File: config.mk
export PLATFORM = sky130hd
export DESIGN_NAME = sram_mem_ctrl
export DESIGN_NICKNAME = d
export VERILOG_FILES = /design/src/rtl/sram_mem_ctrl.sv
export SDC_FILE = /design/constraint.sdc
export NUM_CORES = 1
export LEC_CHECK = 0
export ABC_CLOCK_PERIOD_IN_PS = 5300
export BUFFER_PORTS_ARGS = -buffer_cell sky130_fd_sc_hd__buf_2
export CELL_PAD_IN_SITES_DETAIL_PLACEMENT = 1
export CELL_PAD_IN_SITES_GLOBAL_PLACEMENT = 1
export CORE_MARGIN = 5
export CORE_UTILIZATION = 36
export CTS_CLUSTER_DIAMETER = 30
export CTS_CLUSTER_SIZE = 28
export DETAILED_ROUTE_END_ITERATION = 8
export GPL_TIMING_DRIVEN = 1
export HOLD_SLACK_MARGIN = 0.03
export PLACE_DENSITY = 0.87
export SYNTH_ARGS = -nofsm -noshare
export SYNTH_HDL_FRONTEND = slang
export SYNTH_SLANG_ARGS = --single-unit
File: constraint.sdc
create_clock -name clk -period 5.3 [get_ports clk]
set_input_delay 0 -clock clk [delete_from_list [all_inputs] [get_ports clk]]
set_output_delay 0 -clock clk [all_outputs]
set_load 0.02 [all_outputs]
File: src/rtl/sram_mem_ctrl.sv
// MEM-stage data memory controller: splits each 32-bit load/store into two
// 16-bit accesses on an external asynchronous SRAM and stalls the pipeline while busy.
module sram_mem_ctrl #(
    parameter int unsigned BASE_ADDR   = 1024,
    parameter int unsigned WAIT_CYCLES = 2
) (
    input  logic        clk,
    input  logic        rst,
    input  logic        rd_en,
    input  logic        wr_en,
    input  logic [31:0] address,
    input  logic [31:0] write_data,
    output logic [31:0] read_data,
    output logic        ready,
    output logic [17:0] sram_addr,
    output logic        sram_we_n,
    output logic [15:0] sram_dq_out,
    output logic        sram_dq_oe,
    input  logic [15:0] sram_dq_in
);

    typedef enum logic [1:0] {
        IDLE,
        LO,
        HI,
        DONE
    } state_t;

    localparam logic [3:0] LAST = 4'(WAIT_CYCLES - 1);

    state_t      state;
    state_t      next_state;
    logic [3:0]  cnt;
    logic        op_wr;
    logic [16:0] off;
    logic [31:0] wdata;
    logic [31:0] rel;
    logic        last;
    logic        req;
    logic        unused_rel_bits;

    assign rel  = address - 32'(BASE_ADDR);
    assign last = (cnt == LAST);
    assign req  = rd_en | wr_en;

    // Only rel[18:2] selects a word; higher bits wrap, low bits are alignment.
    assign unused_rel_bits = ^{rel[31:19], rel[1:0]};

    always_comb begin
        next_state = state;
        case (state)
            IDLE: if (req)  next_state = LO;
            LO:   if (last) next_state = HI;
            HI:   if (last) next_state = DONE;
            DONE:           next_state = IDLE;
            default:        next_state = IDLE;
        endcase
    end

    always_comb begin
        ready       = ((state == IDLE) && !req) || (state == DONE);
        sram_addr   = '0;
        sram_we_n   = 1'b1;
        sram_dq_out = '0;
        sram_dq_oe  = 1'b0;
        case (state)
            LO: begin
                sram_addr = {off, 1'b0};
                if (op_wr) begin
                    sram_we_n   = 1'b0;
                    sram_dq_oe  = 1'b1;
                    sram_dq_out = wdata[15:0];
                end
            end
            HI: begin
                sram_addr = {off, 1'b1};
                if (op_wr) begin
                    sram_we_n   = 1'b0;
                    sram_dq_oe  = 1'b1;
                    sram_dq_out = wdata[31:16];
                end
            end
            default: ;
        endcase
    end

    always_ff @(posedge clk) begin
        if (rst) begin
            state     <= IDLE;
            cnt       <= '0;
            op_wr     <= 1'b0;
            off       <= '0;
            wdata     <= '0;
            read_data <= '0;
        end else begin
            state <= next_state;
            if (next_state != state)
                cnt <= '0;
            else if (state == LO || state == HI)
                cnt <= cnt + 4'd1;

            if (state == IDLE && req) begin
                op_wr <= wr_en;
                off   <= rel[18:2];
                wdata <= write_data;
            end

            // The SRAM output has settled by the final wait cycle of each phase.
            if (!op_wr && last) begin
                if (state == LO) read_data[15:0]  <= sram_dq_in;
                if (state == HI) read_data[31:16] <= sram_dq_in;
            end
        end
    end

endmodule
==> impl_results.md <==
* Yosys cell types at 36
* Final hold viol count at 0
* Vias in the first global route at 4541
* Crit share post-route at 0.529
* Worst Tran Pin Value at 1100 ps
* DP Wirelength at 7990 µm
* Syn_nets at 573
* RR Endpoint: off[11]$_SDFFE_PP0P_
* CP max stage delay at 590 ps
* Placed cell count at 723
* Family with the most delay on the worst path: buffers and inverters
* RePlAce Congestion at 0.723
* First-pass GRT wire length at 22700 µm
* Hold Path Depth at 3
* Fraction of registers with async set or reset after synthesis at 0
* Register area share after synthesis at 0.474
* CTS HTree Levels at 3
* Rel. slew slack at 0.264
* Final setup vio count at 0
* WP buf/inv at 3
* Worst hold-check path type: in2reg
* Clock transition at the registers of the reported paths at 90 ps
* Via density at 4.98
* Clock sinks at 88
* Post-synth top area share at 0.474
* Worst skew pair latency at 360 ps
* Unrepaired setup endpoints after global routing: no
* FF+latch count, synth at 88
* CP Capture Type: flip-flop
* Post-CTS Setup Repair Bufs at 0
* Max FO, Critical Path at 38
* TritonCTS Buffers at 9
* HP Start: address[16]
* Die Wd at 112 µm
* R2r setup slk at 2500 ps
* Post-synth EDFFs at 0
* DRT Wirelength at 13800 µm
* Port Buffers at 137
* Worst EP required at 5600 ps
* Peak Freq at 357 MHz
* Cts repair resizes at 0
* Hold Buf Count CTS at 66
* Power Dens Cells at 304 nW/µm²
* DR pass1 iterations at 4
* Crit Path Class: reg2reg
* R2r startpoint: state[1]$_SDFF_PP0_
* Ratio of cells with drive above 1 in the final layout at 0.242
* Clk_skew at 12.0 ps
* Synthesis-to-finish area growth at 43.1%
* Max-cap violations at 0
* CP max-delay cell: dlygate4sd3_1
* Crit path launch type: flip-flop
* CP Data Arrival Time at 3100 ps
* Post-Synthesis Cells at 480
* Commonest non-fill, non-tap cells in the layout: nand2_1, buf_2, dfxtp_1
* Pins over their slew limit at 0
* LEAKAGE at 2.31 nW
* Antenna Nets Post-Route at 0
* CTS tree: done
* Commonest non-fill, non-tap cell in the layout: nand2_1
* Post-route DRC violation count at 0
* Ys flop type: dfxtp_1
* Worst-path cell chain: inv_1 > ha_1 > nor2b_4 > buf_4 > nor2_1 > a311oi_1 > dlygate4sd3_1
* Status: complete, no violations
* Initial DRC count at 182
* Final min period at 2800 ps
* Syn Area/Cell at 7.75 µm²
* Clock Path Buffers at 2
* Cell Area, Synth at 3720 µm²
* Via count at 4007
* Total grt overflow at 0
* Starting Density at 0.365
* Setup TNS Final at 0 ps
* IO Count at 153
* Min-Delay Endpoint: off[14]$_SDFFE_PP0P_
* Ant. Diodes at 0
* Top cells by area, synth: dfxtp_1, nand2_1, a21oi_1
* Leading area contributor after synthesis: dfxtp_1
* CORE AREA at 10200 µm²
* VDD IR max at 0.000147 V
* Initial antenna violation count at 0
* # fillers at 1268
* Pin count of the biggest net entering global routing at 87
* Die Ht at 112 µm
* CTS root buffer: clkbuf_8
* Final Hold Slack at 60.0 ps
* Row cnt at 37
* Total track usage at 0.222
* WL/cell at 17.1 µm
* R2r worst-path depth at 7
* Yosys warning count at 0
* Nets at 757
* Die area at 12500 µm²
* Non-filler cells, final at 805
## registers in the layout (all words and copies together), names as in the netlist
register,flops
off,17
state,2
read_data,32
op_wr,1
wdata,32
cnt,4
## power by group
group	leakage [nW]	total, W	switching, W	internal, W
clock	0.0861	0.000433	0.000246	0.000187
combinational	1.51	0.000417	0.000259	0.000158
sequential	0.720	0.000768	0.0000405	0.000727
## Yosys cell counts (2+ instances only)
cell type / n
a211oi_1: 9
a21oi_1: 74
a22oi_1: 16
and2_1: 19
buf_2: 5
clkbuf_1: 24
clkbuf_2: 2
dfxtp_1: 88
ha_1: 9
inv_1: 6
nand2_1: 155
nand2b_1: 2
nor2_1: 36
nor2b_1: 3
nor3b_1: 2
o21ai_0: 3
xnor2_1: 5
xor2_1: 4
## kinds of logic after synthesis
kind of cell | share of synthesized area
flops | 0.474
fa+ha+maj | 0.0303
xor+xnor | 0.0212
compound gates | 0.177
simple gates | 0.257
buf+inv | 0.0407
## per-stage QoR
step | util | power [W] | cell area (µm²) | setup slack, ps
floorplan | - | 0.00103 | 3720 | 3440
CTS | 0.523 | 0.00163 | 5320 | 2520
global placement | 0.440 | 0.00113 | 4480 | 2860
global route | 0.523 | 0.00172 | 5320 | 2270
finish | 0.523 | 0.00162 | 5320 | 2500
detailed placement | 0.440 | 0.00115 | 4480 | 2780
## worst max-delay path by stage
stage | from | end | depth (start not counted)
final | state[1]$_SDFF_PP0_ | off[11]$_SDFFE_PP0P_ | 7
after global routing | state[1]$_SDFF_PP0_ | off[11]$_SDFFE_PP0P_ | 7
after CTS | state[1]$_SDFF_PP0_ | off[11]$_SDFFE_PP0P_ | 7
after detailed placement | state[1]$_SDFF_PP0_ | read_data[4]$_SDFFE_PP0P_ | 5
after global placement | state[1]$_SDFF_PP0_ | read_data[8]$_SDFFE_PP0P_ | 5
after floorplan | state[1]$_SDFF_PP0_ | sram_dq_out[0] | 6
## tightest hold or removal path, cell delays in order
cell	delay, ps
buf_2	130
xor2_1	160
a211oi_1	80
## per-layer routing
metal | track usage | up-vias | part of all wire
met1 | 0.241 | 1911 | 0.39
met5 | 0 | - | 0
met2 | 0.417 | 125 | 0.53
met4 | 0.0770 | 0 | 0.020
li1 | - | 1946 | -
met3 | 0.0543 | 25 | 0.060
## area by class of cell
type                    count  area, µm²  area share
flip-flops and latches     88       1760       0.331
well taps                 136        170      0.0320
multi-input cells         354       1820       0.343
clock buffers              11        141      0.0266
repair buffers            205       1360       0.256
clock inverters             5       41.3     0.00776
inverters                   6       22.5     0.00423
(Power assumes the default switching activity.)
